--- src/rtl/blackjack_pkg.sv ---
// Shared constants for the blackjack deck sequencer: deck geometry, FSM encoding,
// deal destinations, LFSR taps and card rank/points helpers.
package blackjack_pkg;

  localparam int DECK_SIZE = 52;
  localparam int LFSR_W    = 8;

  // Galois right-shift toggle mask for x^8+x^6+x^5+x^4+1
  localparam logic [7:0] LFSR_TAPS = 8'hB8;

  localparam logic [5:0] LAST_IDX   = 6'(DECK_SIZE - 1);
  localparam logic [5:0] FULL_DECK  = 6'(DECK_SIZE);
  localparam logic [5:0] SUIT_SIZE  = 6'd13;
  localparam logic [3:0] FACE_POINTS = 4'd10;

  localparam logic DEST_PLAYER = 1'b0;
  localparam logic DEST_DEALER = 1'b1;

  typedef enum logic [1:0] {
    ST_IDLE    = 2'd0,
    ST_INIT    = 2'd1,
    ST_SHUFFLE = 2'd2,
    ST_READY   = 2'd3
  } state_t;

  // Smallest 2^k-1 covering i, so a masked draw rejects less than half the time
  function automatic logic [5:0] draw_mask(input logic [5:0] i);
    if (i >= 6'd32)      return 6'd63;
    else if (i >= 6'd16) return 6'd31;
    else if (i >= 6'd8)  return 6'd15;
    else if (i >= 6'd4)  return 6'd7;
    else if (i >= 6'd2)  return 6'd3;
    else                 return 6'd1;
  endfunction

  function automatic logic [3:0] rank_of(input logic [5:0] id);
    return 4'(id % SUIT_SIZE) + 4'd1;
  endfunction

  function automatic logic [3:0] points_of(input logic [3:0] rank);
    return (rank > FACE_POINTS) ? FACE_POINTS : rank;
  endfunction

endpackage

--- src/rtl/lfsr_rng.sv ---
// Galois LFSR random source for the shuffle: synchronous load, step on enable.
module lfsr_rng
  import blackjack_pkg::*;
#(
  parameter int W = LFSR_W
) (
  input  logic         clk,
  input  logic         rst,
  input  logic         load,
  input  logic [W-1:0] load_val,
  input  logic         step,
  output logic [W-1:0] value
);

  always_ff @(posedge clk) begin
    if (rst) begin
      value <= {{(W-1){1'b0}}, 1'b1};
    end else if (load) begin
      value <= load_val;
    end else if (step) begin
      value <= {1'b0, value[W-1:1]} ^ (value[0] ? W'(LFSR_TAPS) : '0);
    end
  end

endmodule

--- src/rtl/deck_shuffle_sequencer.sv ---
// Deck store with identity init, LFSR-driven Fisher-Yates shuffle and round-robin
// player/dealer dealing. Define CARD_RANK_OUT_EN to add card_rank/card_points outputs.
//
// state   | meaning
// IDLE    | after reset, requests ignored until start_shuffle
// INIT    | writing deck[i]=i, one entry per cycle
// SHUFFLE | one masked draw per cycle; accepted draws swap and step i down
// READY   | dealing cards to player/dealer, one grant per cycle at most
module deck_shuffle_sequencer
  import blackjack_pkg::*;
(
  input  logic       clk,
  input  logic       rst,
  input  logic       start_shuffle,
  input  logic [5:0] seed,
  input  logic       player_req,
  input  logic       dealer_req,
  output logic       player_gnt,
  output logic       dealer_gnt,
  output logic       card_valid,
  output logic [5:0] card_id,
  output logic       card_dest,
  output logic       busy,
  output logic       ready,
  output logic       deck_empty,
  output logic [5:0] cards_left,
  output logic [1:0] state_out
`ifdef CARD_RANK_OUT_EN
  ,
  output logic [3:0] card_rank,
  output logic [3:0] card_points
`endif
);

  state_t state, state_next;

  logic [5:0]        deck [DECK_SIZE];
  logic [5:0]        idx;
  logic [5:0]        deal_ptr;
  logic [LFSR_W-1:0] lfsr;
  logic [5:0]        draw;
  logic              accept;
  logic              rr_ptr;
  logic              elig_p, elig_d, grant_any, grant_dest;
  logic              unused_lfsr;

  lfsr_rng #(.W(LFSR_W)) u_rng (
    .clk      (clk),
    .rst      (rst),
    .load     (start_shuffle),
    .load_val (LFSR_W'({seed, 2'b01})),
    .step     (state == ST_SHUFFLE && !start_shuffle),
    .value    (lfsr)
  );

  assign unused_lfsr = ^lfsr[LFSR_W-1:6];

  always_comb begin
    draw   = lfsr[5:0] & draw_mask(idx);
    accept = (state == ST_SHUFFLE) && (draw <= idx);
    // A requester whose grant is showing this cycle sits out one cycle
    elig_p     = player_req && !player_gnt;
    elig_d     = dealer_req && !dealer_gnt;
    grant_any  = (state == ST_READY) && (cards_left != 6'd0) && !start_shuffle
                 && (elig_p || elig_d);
    grant_dest = (elig_p && elig_d) ? rr_ptr : elig_d;
  end

  always_comb begin
    state_next = state;
    if (start_shuffle) begin
      state_next = ST_INIT;
    end else begin
      case (state)
        ST_INIT:    if (idx == LAST_IDX) state_next = ST_SHUFFLE;
        ST_SHUFFLE: if (accept && idx == 6'd1) state_next = ST_READY;
        default:    state_next = state;
      endcase
    end
  end

  always_ff @(posedge clk) begin
    if (rst) state <= ST_IDLE;
    else     state <= state_next;
  end

  always_ff @(posedge clk) begin
    if (rst) begin
      idx        <= '0;
      deal_ptr   <= '0;
      cards_left <= '0;
      rr_ptr     <= DEST_PLAYER;
      player_gnt <= 1'b0;
      dealer_gnt <= 1'b0;
      card_valid <= 1'b0;
      card_id    <= '0;
      card_dest  <= 1'b0;
    end else begin
      player_gnt <= grant_any && (grant_dest == DEST_PLAYER);
      dealer_gnt <= grant_any && (grant_dest == DEST_DEALER);
      card_valid <= grant_any;
      card_id    <= grant_any ? deck[deal_ptr] : '0;
      card_dest  <= grant_any ? grant_dest : 1'b0;
      if (start_shuffle) begin
        idx        <= '0;
        deal_ptr   <= '0;
        cards_left <= '0;
      end else begin
        case (state)
          ST_INIT: if (idx != LAST_IDX) idx <= idx + 6'd1;
          ST_SHUFFLE: begin
            if (accept) begin
              if (idx == 6'd1) begin
                cards_left <= FULL_DECK;
                deal_ptr   <= '0;
              end else begin
                idx <= idx - 6'd1;
              end
            end
          end
          ST_READY: begin
            if (grant_any) begin
              deal_ptr   <= deal_ptr + 6'd1;
              cards_left <= cards_left - 6'd1;
              rr_ptr     <= ~grant_dest;
            end
          end
          default: ;
        endcase
      end
    end
  end

  // Deck contents need no reset; INIT rewrites every entry before use
  always_ff @(posedge clk) begin
    if (!start_shuffle) begin
      if (state == ST_INIT) begin
        deck[idx] <= idx;
      end else if (accept) begin
        deck[idx]  <= deck[draw];
        deck[draw] <= deck[idx];
      end
    end
  end

`ifdef CARD_RANK_OUT_EN
  always_ff @(posedge clk) begin
    if (rst || !grant_any) begin
      card_rank   <= '0;
      card_points <= '0;
    end else begin
      card_rank   <= rank_of(deck[deal_ptr]);
      card_points <= points_of(rank_of(deck[deal_ptr]));
    end
  end
`endif

  assign busy       = (state == ST_INIT) || (state == ST_SHUFFLE);
  assign ready      = (state == ST_READY) && (cards_left != 6'd0);
  assign deck_empty = (state == ST_READY) && (cards_left == 6'd0);
  assign state_out  = state;

endmodule

--- config.mk ---
export PLATFORM = sky130hd
export DESIGN_NAME = deck_shuffle_sequencer
export DESIGN_NICKNAME = d
export VERILOG_FILES = /design/src/rtl/blackjack_pkg.sv /design/src/rtl/lfsr_rng.sv /design/src/rtl/deck_shuffle_sequencer.sv
export SDC_FILE = /design/constraint.sdc
export NUM_CORES = 1
export LEC_CHECK = 0
export CORE_ASPECT_RATIO = 1.1
export CORE_MARGIN = 2
export CORE_UTILIZATION = 50
export CTS_BUF_LIST = sky130_fd_sc_hd__clkbuf_4
export DETAILED_ROUTE_END_ITERATION = 6
export GPL_TIMING_DRIVEN = 0
export PLACE_DENSITY_LB_ADDON = 0.25
export SKIP_CTS_REPAIR_TIMING = 1
export SLEW_MARGIN = 20
export SYNTH_ARGS = -nofsm -noshare
export SYNTH_HDL_FRONTEND = slang
export SYNTH_HIERARCHICAL = 1
export SYNTH_SLANG_ARGS = --single-unit
--- constraint.sdc ---
create_clock -name clk -period 4.2 [get_ports clk]
set_clock_uncertainty 0.05 [all_clocks]
set_input_delay 0.84 -clock clk [delete_from_list [all_inputs] [get_ports clk]]
set_output_delay 0.84 -clock clk [all_outputs]
set_load 0.01 [all_outputs]
After elaboration in Yosys (flattened, before gate mapping)
Memories as Yosys holds them, arrays and structs flattened. A register that Yosys moved wholly into a read port is not among the register bits.
Cells that the tools add are included.
- memories: 1
- bits of input ports: 11
- memory bits (writable): 312
- register bits: 33
- output and inout bits: 21
- bitwise logic cells: 6
- equal/unequal tests: 15
- order comparisons: 6
- reductions and logical operators: 30
- add/subtract/negate cells: 4
- muxes and demuxes: 35
- memory list (name ; words ; bits a word ; read ports ; clocked after memory_dff ; write ports ; RTL line ; RTL):
    deck ; 52 ; 6 ; 3 ; 2 ; 2 ; deck_shuffle_sequencer.sv:37 ; logic [5:0] deck [DECK_SIZE];
- operators with widths (cell ; count):
    two-way mux 6 bit ; 13
    case mux 6 bit (2 select lines) ; 3
    two-way mux 8 bit ; 3
    adder 6 x 1 -> 6 bit (second input constant) ; 2
    logical AND 1 bit ; 12
    subtractor 6 x 1 -> 6 bit (second input constant) ; 2
    != test 2 bit (second input constant) ; 5
    two-way mux 1 bit ; 9
    AND reduction 3 bit ; 3
    AND reduction 4 bit ; 2
    XOR 7 x 8 -> 8 bit ; 1
    AND 6 bit ; 1
    equality test 6 x 1 -> 1 bit (second input constant) ; 1
    equality test 6 bit (second input constant) ; 1
    >= comparator 6 x 2 -> 1 bit (second input constant) ; 1
    >= comparator 6 x 3 -> 1 bit (second input constant) ; 1
    >= comparator 6 x 4 -> 1 bit (second input constant) ; 1
    >= comparator 6 x 5 -> 1 bit (second input constant) ; 1
    >= comparator 6 bit (second input constant) ; 1
    less-or-equal comparator 6 bit ; 1
    logical NOT 6 bit ; 1
    two-way mux 2 bit ; 3
    != test 6 bit (second input constant) ; 1
    nonzero test 2 bit ; 3
    16 further kinds ; 24

Longest topological paths before layout
Gate-level depths: netlist of run 1.
- word-level depth: 14
- depth in mapped cells: 19
- mapped depth without buffers: 11

By module
The synthesis of run 1 kept the hierarchy.
- by module, submodules not included (module ; instances ; seq. area each (µm²) ; cells each ; area each (µm²)):
    deck_shuffle_sequencer ; 1 ; 10109.7 ; 1679 ; 23151.0
    lfsr_rng ; 1 ; 160.2 ; 42 ; 421.7

Least setup slack after synthesis of run 1
Ideal clock, no wire load.
- kind: register to register
- start point: register idx[1]
- end point: memory deck[41][0] (data pin)
- stages on the path, launching flop included: 19
- data required time: 3874 ps
- arrival: 4231 ps
- period minus slack after synthesis: 4558 ps
- path buffers: 7
- setup slack: -358 ps
- cells stage by stage: dfxtp_1 -> buf_2 -> or3_4 -> o21ai_4 -> inv_4 -> buf_6 -> buf_2 -> buf_2 -> ha_1 -> nor2b_1 -> o21bai_1 -> a31o_2 -> clkbuf_1 -> and2_1 -> clkbuf_1 -> nand3_1 -> clkbuf_1 -> nor2_1 -> mux2i_1
- RTL lines (item ; RTL line ; RTL):
    start: declaration ; deck_shuffle_sequencer.sv:38 ; logic [5:0] idx;
    start signal: assignment ; deck_shuffle_sequencer.sv:110 ; ST_INIT: if (idx != LAST_IDX) idx <= idx + 6'd1;
    start signal: assignment ; deck_shuffle_sequencer.sv:117 ; idx <= idx - 6'd1;
    end: declaration ; deck_shuffle_sequencer.sv:37 ;

==> impl_metrics.tcl, run 1 <==
set metrics [dict create \
    start_util_pct 50.6 \
    synth_ff_type "edfxtp_1" \
    reg2regPathDepth 9 \
    avgViaCountPerCell 7.64 \
    max_slew_margin_pct 9.66 \
    comb_power_share_pct 12.7 \
    clock.fmax_ghz 0.224 \
    clock_path_buffers 3 \
    grt_util_all_layers_pct 43.8 \
    drt_iter0_markers 3315 \
    drive_gt1_share_pct 36.9 \
    clkSinkCount 357 \
    coreArea_mm2 0.0466 \
    critPathCaptureType "register" \
    ys_warn_count 6 \
    syn_inst 1721 \
    grtUsageMet3_pct 20.4 \
    place.gp.congestion 1.11 \
    synth_area_leaders "edfxtp_1 (40%), mux4_2 (23%), mux2i_1 (16%), dfxtp_1 (3.8%), clkbuf_1 (1.9%)" \
    worstSetupPathType "reg2reg" \
    power_frac_seq_pct 48.0 \
    arrival_ps 5040 \
    die_w_um 211 \
    cap_violations 0 \
    setup_slack_ps -260 \
    hold_end "rr_ptr$_SDFFE_PP0P_" \
    final_area_mm2 0.0279 \
    grt_pass1_wl_um 145000 \
    switching_share_pct 28.4 \
    ys_seq_area_share_pct 43.6 \
    yosysMostFrequentCell "mux2i_1" \
    final_cells 2546 \
    reg2reg_slack_ps -260 \
    dieArea_mm2 0.0489 \
    pwr-share-clk_pct 39.2 \
    p_per_area_mw_per_mm2 289 \
    placed_cell_area_mm2 0.0251 \
    post-place-ws_ps -2280 \
    crit_required_ps 4780 \
    htreeDepth 3 \
    min_period_over_period_pct 106 \
    ir_drop_v 0.000244 \
    drv_slew 0 \
    detail_route.wl_per_cell_um 42.0 \
    synth_nets 1747 \
    grt_busiest_layer "met2" \
    synth_edf_count 312 \
    grt_pass1_vias 18600 \
    dp.cells 2348 \
    yosysTopAreaCellShare_pct 39.7 \
    grt_max_degree 14 \
    status "finished with violations" \
    netSwitchingPower_mw 2.29 \
    post-route-util_pct 59.8 \
    placementRows 83 \
    io_buffers 31 \
    gr-usage-met2_pct 60.1 \
    ys_ff_latch 357 \
    antenna_found_initial 7 \
    syn_area_mm2 0.0236 \
    p_leak_nw 8.22 \
    finalSetupViolations 257 \
    violations "negative setup slack" \
    clkTransAtPathRegs_ps 60 \
    syn_area_per_cell_um2 13.7 \
    cts_tree "built" \
    synth_top_cell_by_area "edfxtp_1" \
    cts_root_buffer "clkbuf_4" \
    routed-via-count 19500 \
    ys_async_sr_fraction_pct 0 \
    areaGrowthSynthToFinish_pct 18.3 \
    crit_fanout 10 \
    holdCritStartpoint "rr_ptr$_SDFFE_PP0P_" \
    synthTopCellsByCount "mux2i_1 (370), edfxtp_1 (312), mux4_2 (236)" \
    cts_made_buffers 96 \
    nets 1907 \
    ant_nets 0 \
    hpwl_um 77000 \
    reg2reg_to "deck[47][0]$_DFFE_PP_" \
    drcViolationCount 0 \
    hold_violations 0 \
    clk_latency_ps 970 \
    period_minus_slack_ps 4460 \
    worst_pin_slew_ps 1360 \
    top_level_ports 32 \
    yosysUniqueCellTypes 76 \
    grtUsageMet1_pct 53.7 \
    die_h_um 232 \
    setup_tns_ps -18270 \
    firstDrtPassIters 7 \
    p_int_mw 5.77 \
    gr-total-overflow 0 \
    start_kind "register" \
    hold_class "reg2reg" \
    totalWireLength_um 107000 \
    worstHoldPathCells 1 \
]
## kinds of logic after synthesis
| group | synth area share (%) |
|---|---|
| DFF | 43.6 |
| and+or+nand+nor | 5.97 |
| AOI/OAI and AO/OA | 6.62 |
| other | 0.0319 |
| adders and majority gates | 0.796 |
| muxes | 38.6 |
| buffers and inverters | 3.70 |
| xor gates and xnor gates | 0.706 |
## metal layers
layer  vias up  wire [um]
met4         8       9460
li1       7390          -
met2      1926      43700
met1      9606      36100
met5         -        191
met3       522      17400
## flip-flops by register name (all words and copies together), names as in the netlist, named ones only
name	cells
player_gnt	1
cards_left	6
state_out	2
idx	6
card_dest	1
card_valid	1
card_id	6
u_rng/value	8
dealer_gnt	1
rr_ptr	1
deal_ptr	6
deck	312
## power groups by stage
stage          registers [mW]  clock network (mW)  logic [mW]
3_3_place_gp             3.94                   0       0.868
2_1_floorplan            3.93                   0       0.510
6_report                 3.87                3.16        1.03
3_5_place_dp             3.94                   0       0.880
4_1_cts                  3.87                3.14       0.884
5_1_grt                  3.87                3.32        1.03
## worst max path at each step
| stage | start | end | slack [ps] | depth (start not counted) |
|---|---|---|---|---|
| 2_1_floorplan | idx[1]$_SDFFE_PP0P_ | deck[10][0]$_DFFE_PP_ | 80 | 17 |
| 3_3_place_gp | idx[4]$_SDFFE_PP0P_ | deck[47][1]$_DFFE_PP_ | -2630 | 17 |
| 3_5_place_dp | idx[4]$_SDFFE_PP0P_ | deck[1][2]$_DFFE_PP_ | -2280 | 17 |
| 4_1_cts | idx[4]$_SDFFE_PP0P_ | deck[25][3]$_DFFE_PP_ | -2300 | 17 |
| 5_1_grt | idx[1]$_SDFFE_PP0P_ | deck[30][2]$_DFFE_PP_ | -100 | 16 |
| 6_report | register | deck[47][0]$_DFFE_PP_ | -260 | 9 |
## metrics by stage
| step | hold slack, ps | power (mW) |
|---|---|---|
| floorplan | 410 | 4.44 |
| global placement | 423 | 4.81 |
| detailed placement | 422 | 4.82 |
| CTS | 435 | 7.89 |
| global route | 456 | 8.22 |
| finish | 440 | 8.06 |
## worst max-delay path, cell delays in order, from the launching register on
cell and delay [ps]:
dfxtp_1 390, clkbuf_1 410, clkbuf_2 470, clkbuf_2 550, mux4_2 450, mux4_2 570
o22ai_1 180, a21o_2 430, clkbuf_2 410, mux2i_1 260
## cell type report
type                            instances  area [um2]
Fill cell                            3720       18700
Timing Repair Buffer                   70         806
Clock inverter                         19        83.8
Buffer                                177        1130
Clock buffer                          146        1100
Tap cell                              595         744
Multi-Input combinational cell       1158       13700
Antenna cell                            3        7.51
Sequential cell                       357       10300
Inverter                               21        86.3
## layout by cell type (no fill, tap or decap), types with 12 or more instances in the layout
cell type and count:
nor2_1 41, buf_2 13, o22ai_1 17, clkbuf_4 162, dfxtp_1 40, nor2_2 17, clkinv_1 13, clkbuf_1 45
o21ai_0 14, inv_1 20, buf_12 16, clkbuf_2 60, buf_4 32, nand3_1 28, clkdlybuf4s50_1 31, a21oi_1 29
buf_6 13, mux4_2 236, and2_1 14, nand2_1 61, mux2i_1 367, nor2b_1 12, ha_1 14, o22ai_4 47
edfxtp_1 312, nand4_1 13, nor2_4 33
(Power assumes the default switching activity.)
==> run 2, diff against run 1 <==
--- a/config.mk
+++ b/config.mk
@@ -12,6 +12,7 @@
 export DETAILED_ROUTE_END_ITERATION = 6
 export GPL_TIMING_DRIVEN = 0
 export PLACE_DENSITY_LB_ADDON = 0.25
+export RECOVER_POWER = 25
 export SKIP_CTS_REPAIR_TIMING = 1
 export SLEW_MARGIN = 20
 export SYNTH_ARGS = -nofsm -noshare
==> run 2 against run 1 <==
The run ends with design-rule violations, negative setup slack left. Wire length barely moved. Critical path depth stayed put. Final area barely moved. Via count fell by 0.21%. Count of clock-buffer cells in the layout did not move. Register-to-register slack hardly changed. Utilization barely moved. Clock power barely moved. Setup slack improved by 11 ps. Largest power group unchanged.
==> impl_metrics.tcl, run 2 (same netlist as run 1, synthesis figures left out) <==
set metrics [dict create \
    place.gp.congestion 1.11 \
    drive_gt1_share_pct 36.8 \
    routed-via-count 19400 \
    cts_tree "built" \
    setup_tns_ps -16310 \
    totalWireLength_um 107000 \
    grt_pass1_vias 18600 \
    hpwl_um 77000 \
    start_util_pct 50.6 \
    placed_cell_area_mm2 0.0251 \
    comb_power_share_pct 12.7 \
    ant_nets 0 \
    clock.fmax_ghz 0.225 \
    p_int_mw 5.77 \
    htreeDepth 3 \
    drt-met1-wl_um 36000 \
    coreArea_mm2 0.0466 \
    period_minus_slack_ps 4450 \
    final_cells 2546 \
    drt_iter0_markers 3311 \
    violations "design-rule violations, negative setup slack" \
    worst_hold_slack_ps 441 \
    io_buffers 31 \
    detail_route.wl_per_cell_um 42.0 \
    netSwitchingPower_mw 2.29 \
    grt_pass1_wl_um 145000 \
    crit_required_ps 4780 \
    worst_pin_slew_ps 1340 \
    cap_violations 0 \
    top_level_ports 32 \
    clkTransAtPathRegs_ps 60 \
    highest_layer "met5" \
    areaGrowthSynthToFinish_pct 18.3 \
    grt_util_all_layers_pct 43.8 \
    arrival_ps 5030 \
    fill_cells 3722 \
    avgViaCountPerCell 7.62 \
    placementRows 83 \
    regMostFlops "deck" \
    switching_share_pct 28.4 \
    dp.cells 2348 \
    clkSinkCount 357 \
    reg_top3 "deck: 312 flops, u_rng/value: 8 flops" \
    ir_drop_v 0.000244 \
    hold_violations 0 \
    die_h_um 232 \
    wl_met2_um 43700 \
    start_kind "register" \
    gr-total-overflow 0 \
    worstSetupPathType "reg2reg" \
    hold_class "reg2reg" \
    dieArea_mm2 0.0489 \
    cts_made_buffers 96 \
    finalSetupViolations 264 \
    antenna_found_initial 7 \
    largest_reg_flops 312 \
    layout_common_cells "mux2i_1 (367), edfxtp_1 (312), mux4_2 (236)" \
    firstDrtPassIters 7 \
    crit_fanout 10 \
    clk_latency_ps 970 \
    setup_slack_ps -249 \
    p_leak_nw 8.27 \
    clock_path_buffers 3 \
    grt_max_degree 14 \
    nets 1907 \
    critPathCaptureType "register" \
    pwr-share-clk_pct 39.3 \
    drcViolationCount 1 \
    layout_commonest_cell "mux2i_1" \
    post-route-util_pct 59.8 \
    max_slew_margin_pct 10.5 \
    drv_slew 0 \
    min_period_over_period_pct 106 \
    p_per_area_mw_per_mm2 289 \
    met3_length_um 17500 \
    final_area_mm2 0.0279 \
    status "finished with violations" \
    cts_root_buffer "clkbuf_4" \
    power_frac_seq_pct 48.0 \
    die_w_um 211 \
]
[run 2: cell types whose count changed in the layout (fill, tap and decap cells not counted)]
cell,delta
or3b_4,-1
dlygate4sd3_1,+19
clkbuf_1,+1
clkdlybuf4s50_1,-19
and2_0,+1
and2_1,-1
buf_6,-1
or3b_1,+1
[run 2: power by group through the flow]
stage / Sequential, mW / Combinational [mW] / Clock, mW
final: 3.87 / 1.03 / 3.16
after global placement: 3.94 / 0.868 / 0
after detailed placement: 3.94 / 0.880 / 0
after floorplan: 3.93 / 0.510 / 0
after CTS: 3.87 / 0.884 / 3.14
after global routing: 3.87 / 1.03 / 3.32
[run 2: final timing paths]
kind / startpoint / end / slack [ps] / depth (start not counted)
setup / recovery: register / deck[47][0]$_DFFE_PP_ / -250 / 9
hold / removal: rr_ptr$_SDFFE_PP0P_ / rr_ptr$_SDFFE_PP0P_ / 440 / 1
setup reg to reg: register / deck[47][0]$_DFFE_PP_ / -250 / 9
hold reg to reg: rr_ptr$_SDFFE_PP0P_ / rr_ptr$_SDFFE_PP0P_ / 440 / 1
[run 2: final cells by class]
| cell class | count | area, um2 | share of cell area [%] |
|---|---|---|---|
| Multi-Input combinational cell | 1158 | 13700 | 49.0 |
| Sequential cell | 357 | 10300 | 36.8 |
| Buffer | 177 | 1120 | 4.01 |
| Clock buffer | 146 | 1100 | 3.93 |
| Timing Repair Buffer | 70 | 806 | 2.89 |
| Tap cell | 595 | 744 | 2.67 |
| Inverter | 21 | 86.3 | 0.310 |
| Clock inverter | 19 | 83.8 | 0.301 |
| Antenna cell | 3 | 7.51 | 0.0269 |
[run 2: routing by layer]
metal  GRT usage (%)  up-vias
li1                -     7393
met1            53.7     9590
met2            60.1     1888
met3            20.4      532
met4            32.6        8
met5               0        -
[run 2: worst max-delay path: stages (launching register included)]
cell and delay [ps]:
dfxtp_1 380, clkbuf_1 400, clkbuf_2 460, clkbuf_2 550
mux4_2 450, mux4_2 570, o22ai_1 180, a21o_2 440
clkbuf_2 410, mux2i_1 260
[run 2: stage by stage]
| step | setup WS, ps | power (mW) |
|---|---|---|
| 2_1_floorplan | 77.1 | 4.44 |
| 3_3_place_gp | -2630 | 4.81 |
| 3_5_place_dp | -2280 | 4.82 |
| 4_1_cts | -2300 | 7.89 |
| 5_1_grt | -102 | 8.21 |
| 6_report | -249 | 8.06 |
